**src/rtl/if_spi_pkg.sv**
```systemverilog
// Shared widths, transfer FSM encoding and default sclk divider for the byte-stream SPI bridge.
package if_spi_pkg;

   localparam int BYTE_W      = 8;
   localparam int WORD_W      = 16;
   localparam int CLK_DIV_DEF = 4;

   typedef enum logic [2:0] {
      IDLE  = 3'd0,
      SETUP = 3'd1,
      SHIFT = 3'd2,
      HOLD  = 3'd3,
      DONE  = 3'd4
   } spi_state_e;

endpackage

```
**src/rtl/if_spi_fifo.sv**
```systemverilog
// Show-ahead synchronous FIFO: head word on rd_dat with no read latency; push and pop may share a cycle.
// Pops while empty are ignored; pushes while full are dropped unless a pop frees the slot that cycle.
module if_spi_fifo #(
   parameter int WIDTH = 8,
   parameter int DEPTH = 16
) (
   input  logic                    clk,
   input  logic                    n_rst,
   input  logic                    wr_vld,
   input  logic [WIDTH-1:0]        wr_dat,
   input  logic                    rd_vld,
   output logic [WIDTH-1:0]        rd_dat,
   output logic                    empty,
   output logic                    full,
   output logic [$clog2(DEPTH):0]  count
);

   localparam int AW = $clog2(DEPTH);

   logic [WIDTH-1:0] mem [DEPTH];
   logic [AW-1:0]    wr_ptr;
   logic [AW-1:0]    rd_ptr;
   logic             do_wr;
   logic             do_rd;

   // DEPTH is a power of two, so the count MSB alone flags full
   assign empty  = (count == '0);
   assign full   = count[AW];
   assign do_rd  = rd_vld && !empty;
   assign do_wr  = wr_vld && (!full || do_rd);
   assign rd_dat = mem[rd_ptr];

   always_ff @(posedge clk or negedge n_rst) begin
      if (!n_rst) begin
         wr_ptr <= '0;
         rd_ptr <= '0;
         count  <= '0;
      end else begin
         if (do_wr) wr_ptr <= wr_ptr + AW'(1);
         if (do_rd) rd_ptr <= rd_ptr + AW'(1);
         case ({do_wr, do_rd})
            2'b10:   count <= count + (AW+1)'(1);
            2'b01:   count <= count - (AW+1)'(1);
            default: count <= count;
         endcase
      end
   end

   always_ff @(posedge clk) begin
      if (do_wr) mem[wr_ptr] <= wr_dat;
   end

endmodule

```
**src/rtl/if_spi_ctrl.sv**
```systemverilog
// Byte-pair to 16-bit SPI mode-0 master; defining IF_SPI_LOOPBACK_EN feeds the internal mosi into the RX shifter.
// Word queued 1 clk after its 2nd byte, pop data 1 clk after rd_req; transfers stall until the output FIFO has 2 free bytes.
module if_spi_ctrl
   import if_spi_pkg::*;
#(
   parameter int CLK_DIV    = CLK_DIV_DEF,
   parameter int FIFO_DEPTH = 16
) (
   input  logic                clk,
   input  logic                n_rst,
   input  logic [BYTE_W-1:0]   in_data,
   input  logic                in_ena,
   input  logic                rd_req,
   input  logic                miso,
   output logic                cs,
   output logic                sclk,
   output logic                mosi,
   output logic                have_msg,
   output logic [BYTE_W-1:0]   out_data,
   output logic                out_ena,
   output logic                my_busy,
   output logic                my_empty,
   output logic [WORD_W-1:0]   my_fifo_q,
   output logic                my_go,
   output logic [WORD_W-1:0]   my_datao,
   output logic                my_done,
   output logic                my_datao_ena
);

   localparam int OUT_DEPTH = 2 * FIFO_DEPTH;
   localparam int ICW       = $clog2(FIFO_DEPTH) + 1;
   localparam int OCW       = $clog2(OUT_DEPTH) + 1;
   localparam int CW        = $clog2(CLK_DIV) + 1;
   localparam logic [CW-1:0]  DIV_LAST  = CW'(CLK_DIV - 1);
   localparam logic [CW-1:0]  DIV_FULL  = CW'(CLK_DIV);
   localparam logic [OCW-1:0] OUT_LIMIT = OCW'(OUT_DEPTH - 2);

   // byte pairing
   logic              hi_vld;
   logic [BYTE_W-1:0] hi_byte;
   logic              pair_vld;
   logic [WORD_W-1:0] pair_dat;

   // input FIFO
   logic [WORD_W-1:0] in_head;
   logic              in_empty;
   logic              in_full;
   logic [ICW-1:0]    in_count;

   // output FIFO
   logic              ow_hi;
   logic              ow_lo;
   logic              out_wr_vld;
   logic [BYTE_W-1:0] out_wr_dat;
   logic [BYTE_W-1:0] out_head;
   logic              out_empty;
   logic              out_full;
   logic [OCW-1:0]    out_count;
   logic [OCW-1:0]    out_pend;

   // transfer engine
   spi_state_e        state;
   logic [CW-1:0]     cnt;
   logic [CW-1:0]     gap;
   logic [3:0]        bit_cnt;
   logic [WORD_W-1:0] tx_sh;
   logic [WORD_W-1:0] rx_sh;
   logic              rx_bit;
   logic              unused_sigs;

`ifdef IF_SPI_LOOPBACK_EN
   assign rx_bit      = mosi;
   assign unused_sigs = ^{in_full, in_count, out_full, miso};
`else
   assign rx_bit      = miso;
   assign unused_sigs = ^{in_full, in_count, out_full};
`endif

   always_ff @(posedge clk or negedge n_rst) begin
      if (!n_rst) begin
         hi_vld   <= 1'b0;
         hi_byte  <= '0;
         pair_vld <= 1'b0;
         pair_dat <= '0;
      end else begin
         pair_vld <= 1'b0;
         if (in_ena) begin
            if (hi_vld) begin
               pair_vld <= 1'b1;
               pair_dat <= {hi_byte, in_data};
               hi_vld   <= 1'b0;
            end else begin
               hi_byte  <= in_data;
               hi_vld   <= 1'b1;
            end
         end
      end
   end

   if_spi_fifo #(
      .WIDTH (WORD_W),
      .DEPTH (FIFO_DEPTH)
   ) u_in_fifo (
      .clk    (clk),
      .n_rst  (n_rst),
      .wr_vld (pair_vld),
      .wr_dat (pair_dat),
      .rd_vld (my_go),
      .rd_dat (in_head),
      .empty  (in_empty),
      .full   (in_full),
      .count  (in_count)
   );

   // bytes of the last word still on their way into the output FIFO count as occupied
   assign out_pend = OCW'({ow_hi, ow_lo});

   assign my_go        = (state == IDLE) && (gap == DIV_FULL) && !in_empty
                         && ((out_count + out_pend) <= OUT_LIMIT);
   assign my_busy      = (state != IDLE);
   assign my_done      = (state == DONE);
   assign my_datao_ena = my_done;
   assign my_empty     = in_empty;
   assign my_fifo_q    = in_empty ? '0 : in_head;

   always_ff @(posedge clk or negedge n_rst) begin
      if (!n_rst) begin
         state    <= IDLE;
         cnt      <= '0;
         gap      <= DIV_FULL;
         bit_cnt  <= '0;
         tx_sh    <= '0;
         rx_sh    <= '0;
         cs       <= 1'b1;
         sclk     <= 1'b0;
         mosi     <= 1'b0;
         my_datao <= '0;
      end else begin
         case (state)
            IDLE: begin
               if (gap != DIV_FULL) gap <= gap + CW'(1);
               if (my_go) begin
                  state   <= SETUP;
                  cs      <= 1'b0;
                  mosi    <= in_head[WORD_W-1];
                  tx_sh   <= in_head;
                  cnt     <= '0;
                  bit_cnt <= '0;
               end
            end
            SETUP, SHIFT: begin
               cnt <= cnt + CW'(1);
               if (cnt == DIV_LAST) begin
                  cnt  <= '0;
                  sclk <= ~sclk;
                  if (!sclk) begin
                     rx_sh <= {rx_sh[WORD_W-2:0], rx_bit};
                     state <= SHIFT;
                  end else if (bit_cnt == 4'd15) begin
                     state <= HOLD;
                  end else begin
                     bit_cnt <= bit_cnt + 4'd1;
                     tx_sh   <= tx_sh << 1;
                     mosi    <= tx_sh[WORD_W-2];
                  end
               end
            end
            HOLD: begin
               cnt <= cnt + CW'(1);
               if (cnt == DIV_LAST) begin
                  cnt      <= '0;
                  cs       <= 1'b1;
                  mosi     <= 1'b0;
                  my_datao <= rx_sh;
                  state    <= DONE;
               end
            end
            DONE: begin
               // DONE is the first cs-high cycle of the inter-transfer gap
               gap   <= CW'(1);
               state <= IDLE;
            end
            default: state <= IDLE;
         endcase
      end
   end

   always_ff @(posedge clk or negedge n_rst) begin
      if (!n_rst) begin
         ow_hi <= 1'b0;
         ow_lo <= 1'b0;
      end else begin
         ow_hi <= my_done;
         ow_lo <= ow_hi;
      end
   end

   assign out_wr_vld = ow_hi || ow_lo;
   assign out_wr_dat = ow_hi ? my_datao[WORD_W-1:BYTE_W] : my_datao[BYTE_W-1:0];
   assign have_msg   = !out_empty;

   if_spi_fifo #(
      .WIDTH (BYTE_W),
      .DEPTH (OUT_DEPTH)
   ) u_out_fifo (
      .clk    (clk),
      .n_rst  (n_rst),
      .wr_vld (out_wr_vld),
      .wr_dat (out_wr_dat),
      .rd_vld (rd_req),
      .rd_dat (out_head),
      .empty  (out_empty),
      .full   (out_full),
      .count  (out_count)
   );

   always_ff @(posedge clk or negedge n_rst) begin
      if (!n_rst) begin
         out_data <= '0;
         out_ena  <= 1'b0;
      end else begin
         out_ena <= rd_req && !out_empty;
         if (rd_req && !out_empty) out_data <= out_head;
      end
   end

endmodule

```
**config.mk**
```make
export PLATFORM = sky130hd
export DESIGN_NAME = if_spi_ctrl
export DESIGN_NICKNAME = d
export VERILOG_FILES = /design/src/rtl/if_spi_pkg.sv /design/src/rtl/if_spi_fifo.sv /design/src/rtl/if_spi_ctrl.sv
export SDC_FILE = /design/constraint.sdc
export NUM_CORES = 1
export LEC_CHECK = 0
export BUFFER_PORTS_ARGS = -buffer_cell sky130_fd_sc_hd__buf_2
export CAP_MARGIN = 20
export CORE_ASPECT_RATIO = 1.25
export CORE_MARGIN = 5
export CORE_UTILIZATION = 40
export CTS_BUF_LIST = sky130_fd_sc_hd__clkbuf_16
export CTS_CLUSTER_DIAMETER = 150
export DETAILED_ROUTE_END_ITERATION = 6
export REMOVE_ABC_BUFFERS = 1
export SLEW_MARGIN = 20
export SYNTH_ARGS = -nofsm -noshare
export SYNTH_HDL_FRONTEND = slang
export SYNTH_SLANG_ARGS = --single-unit
export TNS_END_PERCENT = 10
```
**constraint.sdc**
```tcl
create_clock -name clk -period 6.3 [get_ports clk]
set_clock_uncertainty 0.15 [all_clocks]
set_input_delay 0.63 -clock clk [delete_from_list [all_inputs] [get_ports clk]]
set_output_delay 0.63 -clock clk [all_outputs]
set_load 0.01 [all_outputs]
```
==> results of run 1 <==
-- routing by layer --
| metal | vias up | routed length (µm) | GRT usage [%] |
|---|---|---|---|
| met5 | - | 0 | 0 |
| met4 | 0 | 1140 | 4.17 |
| met3 | 72 | 2140 | 2.20 |
| met2 | 264 | 30200 | 28.7 |
| met1 | 6973 | 23000 | 20.7 |
| li1 | 5824 | - | - |
-- registers in the layout, summed over array words and instances (netlist names), 8 cells and up --
name,cells
u_in_fifo.mem,256
u_out_fifo.mem,256
my_datao,16
pair_dat,16
rx_sh,16
tx_sh,15
hi_byte,8
out_data,8
-- repair_timing --
| item | 4_1_cts | 5_1_grt |
|---|---|---|
| gates resized for setup | 0 | 0 |
| hold buffers | 1 | 0 |
| hold endpoints to repair | 81 | 0 |
-- how the worst min path moves through the flow --
| stage | from | to | slack, ns | cells after the start |
|---|---|---|---|---|
| floorplan | n_rst | bit_cnt[0]$_DFFE_PN0P_ | 0.18 | 0 |
| global placement | hi_vld$_DFFE_PN0P_ | hi_vld$_DFFE_PN0P_ | 0.33 | 1 |
| detailed placement | hi_vld$_DFFE_PN0P_ | hi_vld$_DFFE_PN0P_ | 0.34 | 1 |
| CTS | in_data[3] | pair_dat[3]$_DFFE_PN0P_ | 0.03 | 2 |
| global route | in_data[3] | pair_dat[3]$_DFFE_PN0P_ | 0.04 | 2 |
| finish | in_data[3] | pair_dat[3]$_DFFE_PN0P_ | 0.07 | 2 |
-- kinds of logic (layout without fill, tap and decap cells) --
family	count (synthesis)	count (layout)
AOI/OAI and AO/OA	141	141
xor gates and xnor gates	24	24
adders and majority gates	28	28
buffers and inverters	101	227
DFF	641	641
muxes	271	271
and+or+nand+nor	225	225
-- power by group through the flow --
stage / clock network, mW / logic [mW] / registers (mW)
after floorplan: 0 / 2.21 / 5.99
after global placement: 0 / 3.33 / 6.10
after detailed placement: 0 / 3.38 / 6.13
after CTS: 3.72 / 3.39 / 6.05
after global routing: 3.90 / 3.62 / 6.13
final: 3.63 / 3.33 / 6.03
-- layout by cell type (no fill, tap or decap), types with 12 or more instances in the layout --
master     count
buf_4         21
xnor2_1       14
nand2_1       49
mux2_2       118
mux2i_1       47
clkbuf_16     66
edfxtp_1     512
clkinv_2      19
buf_2         61
mux4_2       101
a22oi_1       15
a21oi_1       12
o21ai_0       29
nor2_1        82
inv_1         34
dfrtp_1      122
o221ai_1      14
ha_1          25
a221oi_1      13
o22ai_1       34
-- area by class of cell --
| type | count | area share (%) |
|---|---|---|
| timing repair buffer | 84 | 1.66 |
| multi-input combinational | 689 | 23.7 |
| tap | 848 | 3.63 |
| sequential | 641 | 63.7 |
| clock buffer | 66 | 5.65 |
| inverter | 27 | 0.355 |
| clock inverter | 50 | 1.25 |
-- per-stage QoR --
| stage | worst slack [ns] | power [mW] | utilization (%) | instance area (µm²) |
|---|---|---|---|---|
| 2_1_floorplan | 1.96 | 8.20 | - | 25600 |
| 3_3_place_gp | 2.31 | 9.43 | 42.2 | 27200 |
| 3_5_place_dp | 2.20 | 9.51 | 42.2 | 27200 |
| 4_1_cts | 2.05 | 13.2 | 45.4 | 29200 |
| 5_1_grt | 1.91 | 13.6 | 45.4 | 29200 |
| 6_report | 2.12 | 13.0 | 45.4 | 29200 |
-- synthesized netlist by cell type (12+ instances only) --
cell / number / area [µm²]
nor2_1: 82 / 308
o22ai_1: 34 / 213
ha_1: 25 / 313
nand2_1: 49 / 184
inv_1: 26 / 97.6
clkbuf_1: 29 / 109
dfrtp_1: 127 / 3180
o21ai_0: 29 / 145
a22oi_1: 15 / 113
mux4_2: 101 / 2270
o221ai_1: 14 / 123
edfxtp_1: 512 / 15400
a221oi_1: 13 / 114
a21oi_1: 12 / 60.1
mux2i_1: 47 / 470
mux2_2: 118 / 1330
buf_2: 20 / 100
xnor2_1: 14 / 123
==> key figures, run 1 <==
Yosys
  • Compound-Gate Fraction of Synth Area: 3.73%
  • Flops & latches, synth: ~640
  • Simple-Gate Fraction of Synth Area: 4.53%
  • Predominant post-synthesis flop cell: edfxtp_1
  • Mean area per synthesized cell: 18.2 µm²
  • Largest family of logic cells by synthesized area: multiplexers
  • XOR/XNOR Fraction of Synth Area: less than 1%
  • Register area share after synthesis: a little under three quarters
  • Post-synth cell types: slightly below 70
  • Synth Cell Area: around 26000 µm²
  • Adder-Cell Fraction of Synth Area: ~1.4%
  • Synth Instances: roughly 1.4k
  • YS warnings: 0
  • Post-synth EDFFs: around 510
  • Synth async-reset ratio: 20.1%
  • Multiplexer share of the synthesized area: between 10% and 20%

Power
  • Leakage: between 10 and 15 nW
  • Psw: between 4 and 5 mW
  • Combinational cell fraction of total power: 25.6%
  • P_int: slightly below 9 mW
  • VDD IR-drop max: between 200 and 300 µV
  • P per Cell Area: roughly 440 nW/µm²
  • Sequential fraction of design power: 46.4%
  • Sw Share: 32.2%
  • Clock share of power: between 20% and 30%

Drt
  • DRC Markers: 0
  • Avg Vias per Cell: 5.46
  • Iter 0 DRT Violations: ~800
  • ANT nets after route: 0
  • DR WL/cell: about 23 µm
  • Drt pass-1 iters: 5
  • DR vias: ~13k
  • Total wire length: between 50000 and 60000 µm

Timing
  • Total negative slack: 0 ns
  • Final Hold Vio Count: 0
  • Final period util: roughly two thirds
  • RSZ-0062 raised after global routing: no
  • FMAX: ~240 MHz
  • Hold_ws: approximately 0.071 ns
  • Worst-Margin Slew: about 1.0 ns
  • Endpoints failing setup: 0
  • Minimum clock period: 4.18 ns
  • Rel. slew slack: 33.3%
  • Final count of pins violating max slew: 0

Floorplanning
  • Core Region: approximately 64000 µm²
  • Num rows: between 100 and 150
  • Initial Util: 40.3%
  • Die width: 238 µm
  • Top Ports: 63
  • Die area: approximately 70000 µm²
  • Die Height: about 290 µm

GRT
  • First-pass GRT wire length: 86100 µm
  • Antenna violations before repair: 0
  • Largest net degree at the start of global routing: 85
  • Total track usage: between 10% and 20%
  • Final global-route overflow total: 0
  • Vias in the first global route: between 10k and 15k

Cells and area
  • Reg area: around 19000 µm²
  • # diodes: 0
  • Non-Filler Instances: ~2.4k
  • Nets: 1545
  • Area Growth Syn to Fin: 12.5%
  • Share of layout cells above drive strength 1: between 20% and 30%
  • Layout fillers: 5518
  • Area of the multi-input gates: between 6000 and 7000 µm²

Min path
  • Hold Path Class: in -> reg

Setup path
  • CP Capture Type: output port
  • Worst R2R Path Depth: 15
  • CP peak stage delay: 0.69 ns
  • CP Buf/Inv Count: 2
  • Worst EP arrival: 3.40 ns
  • Critical Path Start Type: flip-flop
  • Setup crit end: my_fifo_q[12]
  • Worst Path Required: 5.52 ns
  • Reg2reg start: ow_hi$_DFF_PN0_
  • Crit-path max FO: 24
  • Critical path class: reg -> out
  • Critical path, cell by cell: buf_4, nand2b_1, o221ai_1, mux2_2, nor2_1, buf_2
  • Critical path's top delay family: buffers and inverters
  • CP Launch Point: u_in_fifo.rd_ptr[0]$_DFFE_PN0P_
  • Levels on crit path: 6
  • Crit-path slowest cell: dfrtp_2
  • Reg-to-reg slack, setup: 2.20 ns
  • R2R Path End: u_in_fifo.count[4]$_DFFE_PN0P_

Clock network
  • Clock edge transition at the registers on the reported setup and hold paths: about 0.06 ns
  • Clock Sinks: between 600 and 700
  • Cts bufs inserted: between 60 and 70
  • Worst skew pair latency: roughly 0.65 ns
  • Maximum clock insertion buffer count: 3
  • Root cell of the clock tree: clkbuf_16
  • Number of H-tree levels: 2
  • CTS tree: yes
  • Post CTS Setup Buffer Count: 0

Placed design
  • Cell Count Post-Placement: ~2.3k
  • Hpwl dp: approximately 35000 µm
  • Gpl congestion: 0.774
  • PortBufs: a little over 60

Outcome
  • Status: finished, final reports clean

Run
  • Max cap viols: 0
Power figures use the tool's default switching activity.
==> run 2, diff against run 1 <==
==> constraint.sdc (replaced) <==
create_clock -name clk -period 3.6 [get_ports clk]
set_clock_uncertainty 0.15 [all_clocks]
set_input_delay 0.36 -clock clk [delete_from_list [all_inputs] [get_ports clk]]
set_output_delay 0.36 -clock clk [all_outputs]
set_load 0.01 [all_outputs]
==> run 2 against run 1 <==
Die area is the same. Final area grew 1.8%. Core utilization is 0.80 points higher. Critical endpoint is now u_in_fifo.count[3]$_DFFE_PN0P_. Sequential share of layout area decreased by 1.1 points. Count of clock-buffer cells in the layout grew 1. Worst setup slack worse by 2.0 ns. Clock power increased by 79%. Highest routed layer unchanged. Final cell count grew 2.4%. Non-clock buffer count is 52 higher.
==> key figures, run 2 (synthesis gave the netlist of run 1 again) <==
Setup path
  • CP Capture Type: flip-flop
  • Critical path class: reg -> reg
  • Critical Path Start Type: flip-flop
  • CP peak stage delay: 0.43 ns
  • CP Buf/Inv Count: 3
  • Critical path's top delay family: adder cells
  • Worst EP arrival: between 3 and 4 ns
  • Critical path, cell by cell: ha_1, inv_1, fa_1, nor4bb_1, and4_1, nor2_2, nand2_8, inv_4, o21ai_0, ha_2, buf_4, ha_1, a21o_1, a21oi_1, xor2_1, o21ai_0
  • Crit-path max FO: 6
  • Crit-path slowest cell: fa_1
  • Worst Path Required: 3.91 ns

Power
  • Leakage: 10.5 nW
  • VDD IR-drop max: approximately 550 µV
  • P per Cell Area: about 780 nW/µm²
  • Tot Pwr: between 20 and 25 mW

GRT
  • Vias in the first global route: between 10k and 15k
  • First-pass GRT wire length: approximately 87000 µm
  • Antenna violations before repair: 0
  • Final global-route overflow total: 0
  • Largest net degree at the start of global routing: between 60 and 70
  • Total track usage: approximately 16%

Timing
  • Total negative slack: 0 ns
  • Final count of pins violating max slew: 0
  • Final period util: a little over nine tenths
  • Minimum clock period: 3.46 ns
  • Rel. slew slack: between 30% and 40%
  • RSZ-0062 raised after global routing: yes
  • FMAX: between 200 and 300 MHz
  • Worst-Margin Slew: 0.926 ns
  • Final Hold Vio Count: 0
  • Endpoints failing setup: 0

Clock network
  • CTS tree: yes
  • Root cell of the clock tree: clkbuf_16
  • Worst skew pair latency: ~0.60 ns
  • Number of H-tree levels: 3
  • Cts bufs inserted: 66
  • Maximum clock insertion buffer count: 3
  • Clock edge transition at the registers on the reported setup and hold paths: ~0.06 ns
  • Clock Sinks: around 640

Drt
  • Iter 0 DRT Violations: about 840
  • DR WL/cell: around 23 µm
  • ANT nets after route: 0
  • DRC Markers: 0
  • Drt pass-1 iters: 5
  • Total wire length: approximately 56000 µm
  • DR vias: approximately 13k
  • Avg Vias per Cell: about 5.4

Cells and area
  • Share of layout cells above drive strength 1: 28.9%
  • Area Growth Syn to Fin: 14.4%
  • Most frequent cells in the layout: 512 x edfxtp_1, 122 x dfrtp_1, 118 x mux2_2
  • Commonest non-fill, non-tap cell in the layout: edfxtp_1
  • Nets: around 1.6k
  • # diodes: 0
  • Regs by FF count: u_in_fifo.mem (256), u_out_fifo.mem (256)

Floorplanning
  • Top Ports: 63
  • Die Height: slightly below 300 µm
  • Die width: 238 µm
  • Die area: roughly 70000 µm²
  • Num rows: 104
  • Initial Util: about 40%
  • Core Region: ~64000 µm²

Outcome
  • Status: finished, final reports clean

Min path
  • Hold Path Class: in -> reg

Placed design
  • Hpwl dp: between 30000 and 40000 µm
  • Gpl congestion: around 0.8
  • PortBufs: 62

Run
  • Max cap viols: 0
-- run 2: cell count changes in the layout (fill, tap and decap cells not counted), sizes merged --
| cell | previous run | this run |
|---|---|---|
| clkbuf | 66 | 67 |
| inv | 40 | 55 |
| clkinvlp | 4 | 3 |
| buf | 83 | 125 |
| bufinv | 2 | 4 |
| clkinv | 31 | 19 |
| dlygate4sd3 | 1 | 11 |
-- run 2: final cells by class --
cell class              instances  area (µm²)
clock inverters                54         382
flip-flops and latches        641       18600
fillers                      5472       34700
clock buffers                  67        1680
multi-input cells             689        6940
repair buffers                136         950
well taps                     848        1060
inverters                      27         104
-- run 2: routing by layer --
layer / track usage (%) / wire length [µm]
met4: 4.41 / 1110
met5: 0 / 0
met1: 20.8 / 23200
met3: 2.44 / 2120
met2: 28.9 / 29900
-- run 2: stage by stage --
stage	cell area, µm²	worst slack (ns)	hold WS, ns	util, %	std cells
floorplan	25600	-0.741	-0.0856	-	1357
global route	29700	-0.0196	0.171	46.2	2462
finish	29700	0.137	0.148	46.2	2462
detailed placement	27600	0.108	0.249	42.8	2330
global placement	27600	0.179	0.244	42.8	2330
CTS	29700	0.0307	0.135	46.1	2462
-- run 2: final timing paths --
path	from	endpoint	slack (ns)	depth (start not counted)
max	ow_lo$_DFF_PN0_	u_in_fifo.count[3]$_DFFE_PN0P_	0.14	16
min	rd_req	out_ena$_DFF_PN0_	0.15	3
max reg2reg	ow_lo$_DFF_PN0_	u_in_fifo.count[3]$_DFFE_PN0P_	0.14	16
min reg2reg	hi_vld$_DFFE_PN0P_	hi_vld$_DFFE_PN0P_	0.34	1
max in group asynchronous	n_rst	hi_byte[1]$_DFFE_PN0P_	2.33	3
min in group asynchronous	n_rst	rx_sh[1]$_DFFE_PN0P_	0.16	2
-- run 2: worst min-delay path: cells and delay by family --
| family | cells | cell delay (ns) |
|---|---|---|
| and+or+nand+nor | 1 | 0.09 |
| buffers and inverters | 2 | 0.32 |
-- run 2: what timing repair did --
| item | in CTS | in global routing |
|---|---|---|
| gates resized for setup | 0 | 3 |
| buffers inserted | 0 | 0 |
| endpoints found under the hold margin | 76 | 0 |
| hold buffers | 11 | 0 |
| setup endpoints to repair | 0 | 8 |
-- run 2: report_power, final --
group	internal [mW]	switching (mW)
Combinational	2.94	3.31
Clock	3.69	2.81
Sequential	9.22	1.15
==> run 3, diff against run 2 <==
--- a/config.mk
+++ b/config.mk
@@ -13,6 +13,7 @@
 export CTS_BUF_LIST = sky130_fd_sc_hd__clkbuf_16
 export CTS_CLUSTER_DIAMETER = 150
 export DETAILED_ROUTE_END_ITERATION = 6
+export GPL_TIMING_DRIVEN = 0
 export REMOVE_ABC_BUFFERS = 1
 export SLEW_MARGIN = 20
 export SYNTH_ARGS = -nofsm -noshare
==> constraint.sdc (replaced) <==
create_clock -name clk -period 3.6 [get_ports clk]
set_clock_uncertainty 0.15 [all_clocks]
set_input_delay 0.54 -clock clk [delete_from_list [all_inputs] [get_ports clk]]
set_output_delay 0.54 -clock clk [all_outputs]
set_load 0.01 [all_outputs]
==> run 3 against run 2 <==
Sequential share of layout area is 0.20 points lower. Via count decreased by 1.4%. Non-clock buffer count is 20 lower. Largest power group unchanged. Worst setup slack lost 0.050 ns. Critical path type unchanged. Fmax fell by 1.4%. Final area is 0.35% higher. Global-route usage decreased by 0.20 points. Sequential cell count unchanged. Critical path depth did not move. Die area unchanged. Largest cell class unchanged.
==> key figures, run 3 (synthesis gave the netlist of run 1 again) <==
Clock network
  • Worst skew pair latency: ~0.60 ns
  • Maximum clock insertion buffer count: 3
  • Cts bufs inserted: 66
  • Clock edge transition at the registers on the reported setup and hold paths: 0.06 ns
  • Number of H-tree levels: 3
  • CTS tree: yes
  • Root cell of the clock tree: clkbuf_16
  • Clock Sinks: between 600 and 700

Cells and area
  • Nets: approximately 1.6k
  • Regs by FF count: u_in_fifo.mem (256), u_out_fifo.mem (256)
  • Area of the multi-input gates: 7080 µm²
  • Area Growth Syn to Fin: 14.8%
  • Reg area: roughly 19000 µm²
  • Layout fillers: 5453
  • Most frequent cells in the layout: 512 x edfxtp_1, 120 x dfrtp_1, 116 x mux2_2
  • Commonest non-fill, non-tap cell in the layout: edfxtp_1
  • Share of layout cells above drive strength 1: approximately 30%

Drt
  • Top sig layer: met5
  • DR vias: approximately 13k
  • Met3 Routed Length: 2360 µm
  • Drt pass-1 iters: 4
  • Avg Vias per Cell: approximately 5.3
  • Met2 wire len: approximately 30000 µm
  • Total wire length: approximately 56000 µm
  • ANT nets after route: 0
  • DR WL/cell: between 20 and 25 µm
  • DRC Markers: 0
  • Iter 0 DRT Violations: about 790
  • DRT met1 WL: between 20000 and 25000 µm

Timing
  • Total negative slack: 0 ns
  • RSZ-0062 raised after global routing: yes
  • Final period util: 97.6%
  • Endpoints failing setup: 0
  • Hold_ws: about 0.043 ns
  • Rel. slew slack: approximately a quarter
  • Worst-Margin Slew: around 1.1 ns
  • Minimum clock period: 3.51 ns
  • Final Hold Vio Count: 0
  • FMAX: ~280 MHz
  • Final count of pins violating max slew: 0

GRT
  • First-pass GRT wire length: about 85000 µm
  • Antenna violations before repair: 5
  • Largest net degree at the start of global routing: between 70 and 80
  • Total track usage: between 10% and 20%
  • Vias in the first global route: approximately 14k
  • Final global-route overflow total: 0

Floorplanning
  • Num rows: roughly 100
  • Die Height: 295 µm
  • Die width: between 200 and 250 µm
  • Core Region: around 64000 µm²
  • Die area: roughly 70000 µm²
  • Initial Util: about 40%
  • Top Ports: 63

Placed design
  • Gpl congestion: just under 0.8
  • Hpwl dp: between 30000 and 40000 µm
  • PortBufs: 62

Setup path
  • Worst Path Required: around 3.9 ns
  • Crit-path slowest cell: dfrtp_2
  • Worst EP arrival: ~3.8 ns
  • Critical path, cell by cell: ha_4, inv_1, fa_1, nor4bb_1, and4_1, nor2_4, nand2_8, inv_6, o21ai_1, ha_2, ha_1, a21o_1, a21oi_2, xor2_1, nor2_1, xnor2_1
  • Critical path's top delay family: adder cells
  • R2R Path End: u_in_fifo.count[4]$_DFFE_PN0P_
  • Reg-to-reg slack, setup: roughly 0.087 ns
  • Levels on crit path: 16
  • CP Buf/Inv Count: 2
  • CP peak stage delay: ~0.45 ns
  • Critical Path Start Type: flip-flop
  • Critical path class: reg -> reg
  • Crit-path max FO: 9
  • Worst R2R Path Depth: 16
  • Reg2reg start: u_out_fifo.count[0]$_DFFE_PN0P_
  • CP Capture Type: flip-flop

Power
  • P per Cell Area: 777 nW/µm²
  • Leakage: approximately 10 nW
  • VDD IR-drop max: between 400 and 500 µV

Min path
  • Hold Path Sink: pair_dat[6]$_DFFE_PN0P_
  • Hold Path Class: in -> reg
  • Hold path depth: 2
  • Hold Startpoint: in_data[6]

Outcome
  • Status: finished, final reports clean

Run
  • Max cap viols: 0
## run 3: cell count changes in the layout (fill, tap and decap cells not counted), sizes merged
cell / delta
clkbuf: -1
diode: +3
inv: -4
clkinv: +4
clkinvlp: +2
dlygate4sd3: -7
buf: -13
## run 3: worst max-delay path by stage
stage	slack [ns]	to	from
after floorplan	-0.74	u_in_fifo.mem[7][0]$_DFFE_PP_	ow_hi$_DFF_PN0_
after global placement	-2.97	u_in_fifo.mem[4][4]$_DFFE_PP_	ow_hi$_DFF_PN0_
after detailed placement	-0.71	u_in_fifo.mem[7][3]$_DFFE_PP_	ow_hi$_DFF_PN0_
after CTS	-0.14	u_in_fifo.count[4]$_DFFE_PN0P_	u_out_fifo.count[0]$_DFFE_PN0P_
after global routing	-0.12	u_in_fifo.count[4]$_DFFE_PN0P_	u_out_fifo.count[0]$_DFFE_PN0P_
final	0.09	u_in_fifo.count[4]$_DFFE_PN0P_	u_out_fifo.count[0]$_DFFE_PN0P_
## run 3: stage by stage
stage               power (mW)  instances  instance area (µm²)  setup WS (ns)  utilization [%]
global placement          16.5       2267                27000          -2.97             41.8
finish                    23.2       2446                29800         0.0866             46.3
floorplan                 14.3       1357                25600         -0.741                -
global route              24.4       2443                29800         -0.120             46.3
detailed placement        16.7       2303                27400         -0.715             42.6
CTS                       23.4       2432                29700         -0.142             46.1
## run 3: cell type report
class                   instances  share of cell area, %
clock inverters                56                   1.48
well taps                     848                   3.56
clock buffers                  66                   5.53
flip-flops and latches        641                   62.4
repair buffers                116                   2.89
diodes                          3                 0.0252
inverters                      27                  0.356
multi-input cells             689                   23.7
## run 3: power by group
part / internal (mW) / switching [mW]
clock network: 3.68 / 2.87
logic: 2.95 / 3.30
registers: 9.22 / 1.16
total: 15.9 / 7.33
## run 3: repair_timing
item | CTS | global route
hold endpoints to repair | 80 | 0
setup endpoints to repair | 255 | 140
gates resized for setup | 25 | 14
pin swaps | 5 | 9
hold buffers | 4 | 0
setup buffers | 3 | 11
## run 3: routing by layer
| layer | global-route usage [%] | vias to the layer above |
|---|---|---|
| li1 | - | 5919 |
| met3 | 3.00 | 95 |
| met2 | 28.6 | 241 |
| met5 | 0 | - |
| met4 | 5.39 | 2 |
| met1 | 19.6 | 6828 |
